## src/rtl/spi_eeprom_reader_pkg.sv

```systemverilog
// Shared opcodes, FSM encodings and the latched request record for the
// 25AA512 SPI EEPROM reader.
package spi_eeprom_reader_pkg;

   localparam int ADDR_W = 16;

   localparam logic [7:0] CMD_READ = 8'h03;
   localparam logic [7:0] CMD_RDSR = 8'h05;

   localparam logic [2:0] ST_IDLE = 3'd0;
   localparam logic [2:0] ST_CSS  = 3'd1;
   localparam logic [2:0] ST_CMD  = 3'd2;
   localparam logic [2:0] ST_ADDR = 3'd3;
   localparam logic [2:0] ST_DATA = 3'd4;
   localparam logic [2:0] ST_CSH  = 3'd5;
   localparam logic [2:0] ST_GAP  = 3'd6;

   typedef struct packed {
      logic              rdsr;
      logic [ADDR_W-1:0] addr;
   } req_t;

   // Status reads always return one byte; a READ length of zero means 256.
   function automatic logic [8:0] len_to_bytes(input logic rdsr, input logic [7:0] len);
      if (rdsr)
         return 9'd1;
      else if (len == 8'd0)
         return 9'd256;
      else
         return {1'b0, len};
   endfunction

endpackage

```

## src/rtl/spi_eeprom_reader_bit_engine.sv

```systemverilog
// SPI mode-0 bit engine: half-period divider, SCK generation and a shared
// MOSI/MISO shift register that moves one byte at a time for the sequencer.
module spi_bit_engine
   import spi_eeprom_reader_pkg::*;
#(
   parameter int CLK_DIV = 1
) (
   input  logic       clk,
   input  logic       reset,
   input  logic       active,
   input  logic       shifting,
   input  logic       load,
   input  logic [7:0] tx_byte,
   input  logic       so,
   output logic       tick,
   output logic       sck,
   output logic       si,
   output logic       byte_done,
   output logic       byte_end,
   output logic [7:0] rx_byte
);

   localparam int DIV_W = (CLK_DIV > 1) ? $clog2(CLK_DIV) : 1;
   localparam logic [DIV_W-1:0] DIV_LAST = DIV_W'(CLK_DIV - 1);

   logic [DIV_W-1:0] div_cnt;
   logic [7:0]       sreg;
   logic [2:0]       bit_cnt;

   assign tick      = active && (div_cnt == DIV_LAST);
   assign rx_byte   = {sreg[6:0], so};
   assign byte_done = tick && shifting && !sck && (bit_cnt == 3'd7);
   assign byte_end  = tick && shifting && sck && (bit_cnt == 3'd0);

   // Rising ticks shift in SO; falling ticks present the next SI bit, or the
   // next byte's MSB once all eight bits of the current byte have gone out.
   always_ff @(posedge clk or posedge reset) begin
      if (reset) begin
         div_cnt <= '0;
         sck     <= 1'b0;
         si      <= 1'b0;
         sreg    <= 8'h00;
         bit_cnt <= 3'd0;
      end else begin
         if (!active || tick)
            div_cnt <= '0;
         else
            div_cnt <= div_cnt + 1'b1;

         if (load) begin
            sreg    <= tx_byte;
            si      <= tx_byte[7];
            bit_cnt <= 3'd0;
            sck     <= 1'b0;
         end else if (!active) begin
            sck <= 1'b0;
            si  <= 1'b0;
         end else if (tick && shifting) begin
            sck <= ~sck;
            if (!sck) begin
               sreg    <= rx_byte;
               bit_cnt <= bit_cnt + 3'd1;
            end else if (bit_cnt == 3'd0) begin
               sreg <= tx_byte;
               si   <= tx_byte[7];
            end else begin
               si <= sreg[7];
            end
         end
      end
   end

endmodule

```

## src/rtl/spi_eeprom_reader.sv

```systemverilog
// Transaction sequencer for the 25AA512: turns one {cmd, addr, len} request
// into a READ or RDSR frame and returns each received byte as a pulse.
module spi_eeprom_reader
   import spi_eeprom_reader_pkg::*;
#(
   parameter int CLK_DIV  = 1,
   parameter int GAP_HALF = 2
) (
   input  logic        clk,
   input  logic        reset,
   input  logic        req_valid,
   output logic        req_ready,
   input  logic        req_cmd,
   input  logic [15:0] req_addr,
   input  logic [7:0]  req_len,
   output logic        data_valid,
   output logic [7:0]  data_byte,
   output logic        done,
   output logic        busy,
   output logic        flash_si,
   input  logic        flash_so,
   output logic        flash_sck,
   output logic        flash_cs_n,
   output logic        flash_wp_n,
   output logic        flash_hold_n
);

   logic [2:0] state;
   req_t       req_q;
   logic       addr_lo;
   logic [8:0] byte_cnt;
   logic       accept;
   logic       active;
   logic       shifting;
   logic       tick;
   logic       byte_done;
   logic       byte_end;
   logic [7:0] tx_byte;
   logic [7:0] rx_byte;

   assign accept       = req_valid && req_ready;
   assign active       = (state != ST_IDLE);
   assign shifting     = (state == ST_CMD) || (state == ST_ADDR) || (state == ST_DATA);
   assign flash_wp_n   = 1'b1;
   assign flash_hold_n = 1'b1;

   // Byte the engine loads at the next byte boundary (or at accept).
   always_comb begin
      tx_byte = 8'h00;
      case (state)
         ST_IDLE: tx_byte = req_cmd ? CMD_RDSR : CMD_READ;
         ST_CMD:  tx_byte = req_q.rdsr ? 8'h00 : req_q.addr[15:8];
         ST_ADDR: tx_byte = addr_lo ? 8'h00 : req_q.addr[7:0];
         default: tx_byte = 8'h00;
      endcase
   end

   spi_bit_engine #(
      .CLK_DIV (CLK_DIV)
   ) u_engine (
      .clk       (clk),
      .reset     (reset),
      .active    (active),
      .shifting  (shifting),
      .load      (accept),
      .tx_byte   (tx_byte),
      .so        (flash_so),
      .tick      (tick),
      .sck       (flash_sck),
      .si        (flash_si),
      .byte_done (byte_done),
      .byte_end  (byte_end),
      .rx_byte   (rx_byte)
   );

   // byte_cnt holds the remaining data bytes, then is reused to time the gap.
   always_ff @(posedge clk or posedge reset) begin
      if (reset) begin
         state      <= ST_IDLE;
         req_q      <= '0;
         addr_lo    <= 1'b0;
         byte_cnt   <= 9'd0;
         req_ready  <= 1'b0;
         busy       <= 1'b0;
         flash_cs_n <= 1'b1;
         done       <= 1'b0;
         data_valid <= 1'b0;
         data_byte  <= 8'h00;
      end else begin
         done       <= 1'b0;
         data_valid <= 1'b0;
         case (state)
            ST_IDLE: begin
               if (accept) begin
                  req_q.rdsr <= req_cmd;
                  req_q.addr <= req_addr;
                  byte_cnt   <= len_to_bytes(req_cmd, req_len);
                  addr_lo    <= 1'b0;
                  flash_cs_n <= 1'b0;
                  busy       <= 1'b1;
                  req_ready  <= 1'b0;
                  state      <= ST_CSS;
               end else begin
                  req_ready <= 1'b1;
               end
            end
            ST_CSS: begin
               if (tick)
                  state <= ST_CMD;
            end
            ST_CMD: begin
               if (byte_end)
                  state <= req_q.rdsr ? ST_DATA : ST_ADDR;
            end
            ST_ADDR: begin
               if (byte_end) begin
                  if (addr_lo)
                     state <= ST_DATA;
                  else
                     addr_lo <= 1'b1;
               end
            end
            ST_DATA: begin
               if (byte_done) begin
                  data_byte  <= rx_byte;
                  data_valid <= 1'b1;
               end
               if (byte_end) begin
                  if (byte_cnt == 9'd1)
                     state <= ST_CSH;
                  else
                     byte_cnt <= byte_cnt - 9'd1;
               end
            end
            ST_CSH: begin
               if (tick) begin
                  flash_cs_n <= 1'b1;
                  done       <= 1'b1;
                  byte_cnt   <= 9'(GAP_HALF);
                  state      <= ST_GAP;
               end
            end
            ST_GAP: begin
               if (tick) begin
                  if (byte_cnt <= 9'd1) begin
                     busy      <= 1'b0;
                     req_ready <= 1'b1;
                     state     <= ST_IDLE;
                  end else begin
                     byte_cnt <= byte_cnt - 9'd1;
                  end
               end
            end
            default: begin
               state      <= ST_IDLE;
               flash_cs_n <= 1'b1;
               busy       <= 1'b0;
            end
         endcase
      end
   end

endmodule

```

## config.mk

```make
export PLATFORM = sky130hd
export DESIGN_NAME = spi_eeprom_reader
export DESIGN_NICKNAME = d
export VERILOG_FILES = /design/src/rtl/spi_eeprom_reader_pkg.sv /design/src/rtl/spi_eeprom_reader_bit_engine.sv /design/src/rtl/spi_eeprom_reader.sv
export SDC_FILE = /design/constraint.sdc
export NUM_CORES = 1
export LEC_CHECK = 0
export CAP_MARGIN = 20
export CORE_MARGIN = 3
export CORE_UTILIZATION = 60
export CTS_BUF_LIST = sky130_fd_sc_hd__clkbuf_8
export DETAILED_ROUTE_END_ITERATION = 10
export HOLD_SLACK_MARGIN = 0.1
export PLACE_DENSITY_LB_ADDON = 0.05
export SYNTH_ARGS = -nofsm -noshare
export SYNTH_HDL_FRONTEND = slang
export SYNTH_SLANG_ARGS = --single-unit
```

## constraint.sdc

```tcl
create_clock -name clk -period 5.5 [get_ports clk]
set_input_delay 1.1 -clock clk [delete_from_list [all_inputs] [get_ports clk]]
set_output_delay 1.1 -clock clk [all_outputs]
set_load 0.005 [all_outputs]
```

==> results of run 1 <==
==> path summary, 6_finish.rpt <==
path                         startpoint             endpoint  slack [ns]  cells past startpoint
max                           req_valid          byte_cnt[4]        2.84                      6
min                        data_byte[7]         data_byte[7]        0.51                      1
max reg2reg                    state[1]     u_engine.sreg[5]        2.95                      5
min reg2reg                data_byte[7]         data_byte[7]        0.51                      1
max in group asynchronous         reset  u_engine.bit_cnt[0]        3.76                      3
min in group asynchronous         reset         data_byte[5]        1.28                      3
==> state kept, by name, indices dropped and copies added, names as in the netlist, 3 cells and up <==
| signal | count |
|---|---|
| req_q | 17 |
| byte_cnt | 9 |
| data_byte | 8 |
| u_engine.sreg | 8 |
| state | 3 |
| u_engine.bit_cnt | 3 |
==> final cells by class <==
type	count	area share (%)
clock buffers	9	3.43
clock inverters	7	2.42
inverters	10	1.04
multi-input cells	203	39.3
flip-flops and latches	57	39.5
well taps	65	2.25
repair buffers	44	12.1
==> worst max-delay path, cell delays in order <==
cell	delay (ns)
clkdlybuf4s50_1	0.46
nand2_1	0.13
o32ai_1	0.28
o211a_1	0.47
o21ai_0	0.18
a22o_1	0.25
==> power breakdown <==
part / internal (mW) / switching, mW
sequential: 0.571 / 0.171
combinational: 0.357 / 0.386
clock: 0.251 / 0.169
total: 1.18 / 0.727
==> per-layer routing <==
metal / track usage [%] / routed length (um)
met1: 32.1 / 2870
met2: 40.1 / 3330
met3: 4.73 / 348
met4: 11.4 / 99
met5: 0 / 0
==> stage by stage <==
stage          total power [mW]  instance area, um^2
6_report                   1.91                 3620
5_1_grt                    2.05                 3620
2_1_floorplan              1.27                 2950
4_1_cts                    1.90                 3620
3_5_place_dp               1.47                 3400
3_3_place_gp               1.44                 3400
==> cell families after synthesis <==
logic type,count (synthesis),synth area share (%)
AOI/OAI and AO/OA,73,16.6
xor gates and xnor gates,4,1.19
adders and majority gates,5,2.12
buffers and inverters,23,3.48
DFF,57,48.5
muxes,33,12.6
other,2,0.255
and+or+nand+nor,85,15.3
==> Yosys cell counts, types with 2 or more instances <==
cell type  number
a21boi_0        2
a21oi_1        13
a22o_1          7
a22oi_1         6
a2bb2oi_1       2
a31oi_1         2
a32o_1          2
and2_1          3
buf_2           4
buf_4           3
clkbuf_1        5
conb_1          2
dfrtp_1        56
ha_1            5
inv_1          10
mux2_2         33
nand2_1        29
nand2b_1        7
nand3_1         6
nor2_1         16
nor2b_1         2
nor3_1          4
nor3_2          2
nor3b_1         2
nor4_1          2
o2111ai_1       2
o21ai_0        22
o22ai_1         4
or2_2           3
xnor2_1         4
==> impl_metrics.py, run 1 <==
metrics = {
    "status": {
        "outcome": "complete, no violations",
    },
    "worst_hold_path": {
        "worstHoldPathType": "reg -> reg",
    },
    "clock_tree": {
        "cts_buffer_depth": 2,
        "numCtsBuffers": 9,
        "cts_root_buf": "clkbuf_8",
        "path_clk_slew_ns": 0.06,
        "clock_latency_ns": 0.34,
        "cts_tree": "built",
        "post-cts-setup-buffer-count": 0,
        "cts_sinks": 57,
        "post_cts_resize_count": 0,
        "hold_buffers": 0,
        "cts_max_level": 3,
    },
    "synthesis": {
        "yosysWarnings": 0,
        "synthFlopType": "dfrtp_1",
        "synth_area_mm2": 0.00295,
        "synth-seq-cells": 57,
        "yosys-top-cells-area": "dfrtp_1 48%, mux2_2 13%, o21ai_0 3.7%",
        "synth-edff-count": 0,
        "synth_top_area_cell": "dfrtp_1",
        "synth_top_area_share_pct": 47.6,
        "ys_types": 52,
        "syn_inst": 282,
        "async_flop_share_pct": 100,
        "synth_area_per_cell_um2": 10.4,
        "seq_area_frac_synth_pct": 48.5,
    },
    "grt": {
        "antenna_found_initial": 0,
        "grt_pass1_wl_um": 11400,
        "grt-ovfl-total": 0,
        "grt_max_degree": 58,
        "grt_pass1_vias": 2380,
        "grtUsageTotal_pct": 24.7,
    },
    "run": {
        "cap_viol_max_count": 0,
    },
    "timing": {
        "holdWs_ns": 0.507,
        "tns_ns": 0,
        "fmax_mhz": 376,
        "period_share_pct": 48.4,
        "period_needed_ns": 2.66,
        "maxSlewHeadroom_pct": 42.3,
        "hold_viol": 0,
        "setup_viol": 0,
        "worstMarginPinSlew_ns": 0.864,
        "slew_viol_final": 0,
        "fin_skew_ns": 0.00520,
        "rsz0062_at_grt": "false",
        "fin_ws_ns": 2.84,
    },
    "die": {
        "dieArea_mm2": 0.00579,
        "start_util_pct": 65.0,
        "rows": 24,
        "core-area_mm2": 0.00453,
        "boundaryPins": 46,
        "die_w_um": 76.1,
        "die_h_um": 76.1,
    },
    "place": {
        "post-place-cells": 379,
        "post-place-ws_ns": 2.51,
        "place_congestion": 0.833,
        "dp_hpwl_um": 4520,
        "io_buffers": 43,
    },
    "final_layout": {
        "multi_input_area_mm2": 0.00142,
        "seq_area_mm2": 0.00143,
        "area_growth_syn_to_layout_pct": 22.7,
        "drive_above_1_share_pct": 18.2,
        "nFillCells": 307,
        "n_antenna_cell": 0,
        "final_core_util_pct": 79.7,
        "final_common_cell": "dfrtp_1",
        "num-nets-final": 359,
        "finalNonFillerCells": 395,
        "final_cell_mix": "56 x dfrtp_1, 43 x clkdlybuf4s50_1, 33 x mux2_2, 29 x nand2_1, 22 x o21ai_0",
    },
    "routing": {
        "vias_per_cell": 5.96,
        "ant_nets": 0,
        "dr.pass1.iters": 4,
        "num_vias": 2353,
        "wirelength_um": 6650,
        "drtIter0Drc": 228,
        "drc": 0,
        "wire_per_inst_um": 16.8,
    },
    "setup_path": {
        "cp.arrival_ns": 2.89,
        "worstSetupEndpointType": "flip-flop",
        "path_class": "in -> reg",
        "worst_ep_required_time_ns": 5.73,
        "cp-start-kind": "primary input",
        "path_max_fanout": 17,
    },
    "pwr": {
        "power_per_cell_area_mw_per_mm2": 527,
        "power_leakage_nw": 1.53,
        "vdd_drop_max_mv": 0.307,
    },
}
Note: power is estimated with default switching activity, not from simulation.
==> run 2, diff against run 1 <==
--- a/config.mk
+++ b/config.mk
@@ -7,7 +7,7 @@
 export LEC_CHECK = 0
 export CAP_MARGIN = 20
 export CORE_MARGIN = 3
-export CORE_UTILIZATION = 60
+export CORE_UTILIZATION = 56
 export CTS_BUF_LIST = sky130_fd_sc_hd__clkbuf_8
 export DETAILED_ROUTE_END_ITERATION = 10
 export HOLD_SLACK_MARGIN = 0.1
==> constraint.sdc (replaced) <==
create_clock -name clk -period 2.6 [get_ports clk]
set_input_delay 0.52 -clock clk [delete_from_list [all_inputs] [get_ports clk]]
set_output_delay 0.52 -clock clk [all_outputs]
set_load 0.005 [all_outputs]
==> run 2 against run 1 <==
Against the previous run:
- non-clock buffer count increased by 10
- sequential share of layout area shrank 0.91 points
- critical path depth decreased by 1
- design area up 2.4%
- first-iteration DRC count shrank 41%
- register-to-register slack worse by 2.5 ns
- cell count up 3.0%
- setup slack lost 2.4 ns
- sequential power up 100%
- critical path type is now reg -> reg
- critical endpoint is now byte_cnt[5]
- largest cell class unchanged
- largest power group is now combinational logic
==> impl_metrics.py, run 2 (synthesis gave the netlist of run 1 again) <==
metrics = {
    "clock_tree": {
        "cts_tree": "built",
        "cts_sinks": 57,
        "post-cts-setup-buffer-count": 0,
        "numCtsBuffers": 9,
        "cts_max_level": 3,
        "path_clk_slew_ns": 0.07,
        "cts_buffer_depth": 2,
        "cts_root_buf": "clkbuf_8",
        "post_cts_resize_count": 0,
        "clock_latency_ns": 0.34,
        "hold_buffers": 0,
    },
    "run": {
        "cap_viol_max_count": 0,
    },
    "worst_hold_path": {
        "min_path_cells": 1,
        "hp-start": "data_byte[4]",
        "worstHoldPathType": "reg -> reg",
    },
    "timing": {
        "tns_ns": 0,
        "fmax_mhz": 473,
        "rsz0062_at_grt": "false",
        "period_share_pct": 81.3,
        "maxSlewHeadroom_pct": 58.4,
        "period_needed_ns": 2.11,
        "fin_skew_ns": 0.00930,
        "setup_viol": 0,
        "slew_viol_final": 0,
        "worstMarginPinSlew_ns": 0.622,
        "hold_viol": 0,
        "fin_ws_ns": 0.486,
    },
    "final_layout": {
        "largestRegisters": "req_q: 17 flops, byte_cnt: 9 flops",
        "nFillCells": 370,
        "seq_area_mm2": 0.00143,
        "final_common_cell": "dfrtp_1",
        "final_cell_mix": "56 x dfrtp_1, 43 x clkdlybuf4s50_1, 33 x mux2_2, 29 x nand2_1, 22 x o21ai_0",
        "multi_input_area_mm2": 0.00142,
        "n_antenna_cell": 0,
        "drive_above_1_share_pct": 20.9,
        "top_register": "req_q",
        "largest_reg_flops": 17,
        "area_growth_syn_to_layout_pct": 25.6,
        "num-nets-final": 369,
    },
    "setup_path": {
        "worstSetupStartpoint": "u_engine.sck",
        "worstSetupEndpointType": "flip-flop",
        "r2r_start": "u_engine.sck",
        "cp-start-kind": "flip-flop",
        "worst_r2r_path_depth": 5,
        "cp.arrival_ns": 2.33,
        "path_max_fanout": 13,
        "path_class": "reg -> reg",
        "worst_ep_required_time_ns": 2.82,
    },
    "routing": {
        "routed.top_layer": "met4",
        "dr.pass1.iters": 5,
        "wirelength_um": 6480,
        "num_vias": 2397,
        "drc": 0,
        "wl_met3_um": 405,
        "drt-met1-wl_um": 2800,
        "drtIter0Drc": 134,
        "wl_met2_um": 3170,
        "ant_nets": 0,
        "vias_per_cell": 5.89,
        "wire_per_inst_um": 15.9,
    },
    "grt": {
        "grt_max_degree": 58,
        "grt-ovfl-total": 0,
        "antenna_found_initial": 0,
        "grt_pass1_vias": 2367,
        "grt_pass1_wl_um": 11000,
        "grtUsageTotal_pct": 22.8,
    },
    "pwr": {
        "power_per_cell_area_mw_per_mm2": 1100,
        "switchingPower_mw": 1.52,
        "pwr-share-comb_pct": 42.3,
        "p_clk_share_pct": 20.8,
        "p_sw_share_pct": 37.5,
        "p_int_mw": 2.54,
        "power_leakage_nw": 1.58,
        "vdd_drop_max_mv": 0.664,
        "pwr-share-seq_pct": 36.9,
    },
    "place": {
        "place_congestion": 0.849,
        "dp_hpwl_um": 4680,
        "post-place-ws_ns": 0.244,
        "io_buffers": 43,
    },
    "die": {
        "rows": 25,
        "core-area_mm2": 0.00491,
        "boundaryPins": 46,
        "start_util_pct": 60.0,
        "die_h_um": 78.5,
        "die_w_um": 78.5,
        "dieArea_mm2": 0.00617,
    },
    "status": {
        "outcome": "complete, no violations",
    },
}
==> run 2: cell count changes in the layout (fill, tap and decap cells not counted), sizes merged <==
cell / previous run / this run
bufinv: 2 / 1
inv: 12 / 11
clkinvlp: 2 / 1
clkbuf: 9 / 11
clkinv: 1 / 2
buf: 1 / 11
==> run 2: path summary, 6_finish.rpt <==
check / end / slack, ns
hold reg to reg: data_byte[4] / 0.51
max in group asynchronous: flash_cs_n / 1.76
hold / removal: data_byte[4] / 0.51
min in group asynchronous: u_engine.sreg[3] / 0.55
setup / recovery: byte_cnt[5] / 0.49
setup reg to reg: byte_cnt[5] / 0.49
==> run 2: worst max-delay path: stages, from the launching register on <==
cell and delay [ns]:
dfrtp_1 0.54, nor4bb_1 0.44, or2_2 0.18, o211a_1 0.39, o21ai_0 0.18, a22o_1 0.25
==> run 2: area by class of cell <==
type,instances,area share [%]
Clock buffer,11,4.09
Sequential cell,57,38.6
Multi-Input combinational cell,203,38.4
Timing Repair Buffer,54,14.2
Inverter,10,1.01
Clock inverter,5,1.49
Tap cell,67,2.27
==> run 2: power groups by stage <==
stage          combinational (mW)  clock (mW)  sequential (mW)
2_1_floorplan                1.28           0             1.41
3_3_place_gp                 1.67           0             1.50
3_5_place_dp                 1.71           0             1.50
4_1_cts                      1.71       0.857             1.50
5_1_grt                      1.90       0.900             1.54
6_report                     1.72       0.844             1.50
==> run 2: per-layer routing <==
metal / vias to the layer above / GRT usage, %
met4: 0 / 9.62
met3: 10 / 5.16
li1: 1121 / -
met1: 1187 / 29.9
met5: - / 0
met2: 79 / 36.3
==> run 2: through the flow <==
stage / util, % / cells / total power [mW] / area [um^2] / hold slack (ns)
6_report: 75.4 / 407 / 4.06 / 3700 / 0.511
3_5_place_dp: 71.2 / 391 / 3.21 / 3490 / 0.502
4_1_cts: 75.4 / 407 / 4.07 / 3700 / 0.517
5_1_grt: 75.4 / 407 / 4.34 / 3700 / 0.527
2_1_floorplan: - / 283 / 2.69 / 2950 / 0.466
3_3_place_gp: 71.2 / 391 / 3.16 / 3490 / 0.490
==> run 3, diff against run 2 <==
--- a/config.mk
+++ b/config.mk
@@ -7,7 +7,7 @@
 export LEC_CHECK = 0
 export CAP_MARGIN = 20
 export CORE_MARGIN = 3
-export CORE_UTILIZATION = 56
+export CORE_UTILIZATION = 50
 export CTS_BUF_LIST = sky130_fd_sc_hd__clkbuf_8
 export DETAILED_ROUTE_END_ITERATION = 10
 export HOLD_SLACK_MARGIN = 0.1
==> constraint.sdc (replaced) <==
create_clock -name clk -period 1.8 [get_ports clk]
set_input_delay 0.36 -clock clk [delete_from_list [all_inputs] [get_ports clk]]
set_output_delay 0.36 -clock clk [all_outputs]
set_load 0.005 [all_outputs]
==> run 3 against run 2 <==
Against the previous run:
- sequential power increased by 41%
- global-route usage decreased by 0.13 points
- fmax increased by 18%
- cell count increased by 10%
- utilization decreased by 2.1 points
- clock skew decreased by 0.0016 ns
- combinational power increased by 99%
- critical path depth decreased by 1
==> impl_metrics.py, run 3 (synthesis gave the netlist of run 1 again) <==
metrics = {
    "die": {
        "rows": 27,
        "die_w_um": 82.8,
        "dieArea_mm2": 0.00685,
        "die_h_um": 82.8,
        "core-area_mm2": 0.00561,
        "boundaryPins": 46,
        "start_util_pct": 52.5,
    },
    "routing": {
        "drt-met1-wl_um": 3350,
        "wl_met2_um": 3500,
        "drc": 0,
        "vias_per_cell": 5.61,
        "drtIter0Drc": 174,
        "ant_nets": 0,
        "routed.top_layer": "met4",
        "wirelength_um": 7300,
        "dr.pass1.iters": 4,
        "wire_per_inst_um": 16.3,
        "num_vias": 2512,
        "wl_met3_um": 318,
    },
    "timing": {
        "fin_skew_ns": 0.00770,
        "tns_ns": 0,
        "slew_viol_final": 0,
        "period_share_pct": 99.5,
        "setup_viol": 0,
        "rsz0062_at_grt": "true",
        "fmax_mhz": 558,
        "hold_viol": 0,
        "period_needed_ns": 1.79,
    },
    "pwr": {
        "p_sw_share_pct": 38.5,
        "pwr-share-comb_pct": 52.1,
        "power_per_cell_area_mw_per_mm2": 1600,
        "power_leakage_nw": 1.76,
        "p_clk_share_pct": 15.9,
        "p_int_mw": 4.05,
        "switchingPower_mw": 2.53,
        "pwr-share-seq_pct": 32.0,
        "vdd_drop_max_mv": 0.863,
    },
    "setup_path": {
        "cpMaxStageDelayCell": "or3b_4",
        "critPathBufInv": 1,
        "cp.arrival_ns": 2.01,
        "path_max_fanout": 9,
        "worstSetupEndpointType": "flip-flop",
        "cp-start-kind": "flip-flop",
        "worst_ep_required_time_ns": 2.02,
        "path_class": "reg -> reg",
        "critPathMaxStageDelay_ns": 0.44,
        "path_cells": "or3b_4 > nor4b_4 > buf_12 > mux2_2",
        "cp_top_family": "simple AND/OR/NAND/NOR gates",
    },
    "place": {
        "io_buffers": 43,
        "dp_hpwl_um": 5050,
        "place_congestion": 0.870,
    },
    "final_layout": {
        "final_core_util_pct": 73.3,
        "num-nets-final": 405,
        "nFillCells": 434,
        "final_common_cell": "dfrtp_1",
        "area_growth_syn_to_layout_pct": 39.5,
        "largestRegisters": "req_q: 17 flops, byte_cnt: 9 flops",
        "largest_reg_flops": 17,
        "final_cell_mix": "56 x dfrtp_1, 43 x clkdlybuf4s50_1, 41 x buf_4, 31 x mux2_2, 29 x nand2_1",
        "drive_above_1_share_pct": 32.2,
        "top_register": "req_q",
        "n_antenna_cell": 0,
    },
    "grt": {
        "grtUsageTotal_pct": 22.7,
        "antenna_found_initial": 0,
        "grt_pass1_vias": 2427,
        "grt_max_degree": 58,
        "grt-ovfl-total": 0,
        "grt_pass1_wl_um": 11500,
    },
    "clock_tree": {
        "cts_buffer_depth": 2,
        "cts_max_level": 3,
        "cts_root_buf": "clkbuf_8",
        "hold_buffers": 0,
        "clock_latency_ns": 0.34,
        "path_clk_slew_ns": 0.07,
        "cts_tree": "built",
        "numCtsBuffers": 9,
        "cts_sinks": 57,
    },
    "status": {
        "outcome": "complete, no violations",
    },
    "worst_hold_path": {
        "worstHoldPathType": "in -> async",
    },
    "run": {
        "cap_viol_max_count": 0,
    },
}
==> run 3: changes by cell type in the layout (fill, tap and decap cells not counted), sizes merged <==
| cell | previous run | this run |
|---|---|---|
| o211a | 1 | 2 |
| clkinv | 2 | 3 |
| bufinv | 1 | 0 |
| clkbuf | 11 | 9 |
| clkinvlp | 1 | 3 |
| buf | 11 | 46 |
==> run 3: final timing paths <==
path                            cells past startpoint         start           end  slack, ns
worst max-delay path                                4      state[1]  data_byte[0]      0.009
worst min-delay path                                3         reset  data_byte[4]       0.39
worst max register to register                      4      state[1]  data_byte[0]      0.009
worst min register to register                      1  data_byte[1]  data_byte[1]       0.51
max in group asynchronous                           3         reset    flash_cs_n       1.09
min in group clk                                    1  data_byte[1]  data_byte[1]       0.51
==> run 3: repair_timing <==
action                     CTS  global route
pin swaps                    0             2
resized for setup            4            22
gates cloned                 1             0
hold endpoints to repair     0             0
setup buffers                1             2
setup endpoints to repair    9            44
==> run 3: cell type report <==
class / count / area, um^2 / share of cell area [%]
clock inverter: 7 / 46.3 / 1.13
clock buffer: 9 / 124 / 3.01
inverter: 10 / 37.5 / 0.913
timing repair buffer: 89 / 821 / 20.0
sequential: 57 / 1430 / 34.7
tap: 72 / 90.1 / 2.19
multi-input combinational: 204 / 1560 / 38.1
==> run 3: power by group through the flow <==
stage / Sequential, mW / Clock [mW] / Combinational [mW]
after global placement: 2.08 / 0 / 2.99
after floorplan: 2.03 / 0 / 1.88
final: 2.11 / 1.05 / 3.43
after CTS: 2.09 / 1.07 / 3.18
after detailed placement: 2.09 / 0 / 3.07
after global routing: 2.16 / 1.12 / 3.74
==> run 3: per-layer routing <==
metal	global-route usage, %	vias to the layer above
met5	0	-
met4	8.50	0
met3	5.75	12
met2	36.5	70
met1	29.3	1229
li1	-	1201
==> run 3: stage by stage <==
stage	cells	hold slack, ns	area, um^2	worst slack, ns	power (mW)
5_1_grt	448	0.440	4110	-0.0244	7.02
3_3_place_gp	428	0.490	3780	-0.158	5.07
2_1_floorplan	283	0.466	2960	-0.0206	3.91
6_report	448	0.392	4110	0.00897	6.58
3_5_place_dp	428	0.495	3780	-0.167	5.16
4_1_cts	446	0.395	3990	-0.0304	6.33
==> run 3: worst min-delay path, stage by stage <==
cell and delay (ns):
clkdlybuf4s50_1 0.41, inv_2 0.07, buf_12 0.28
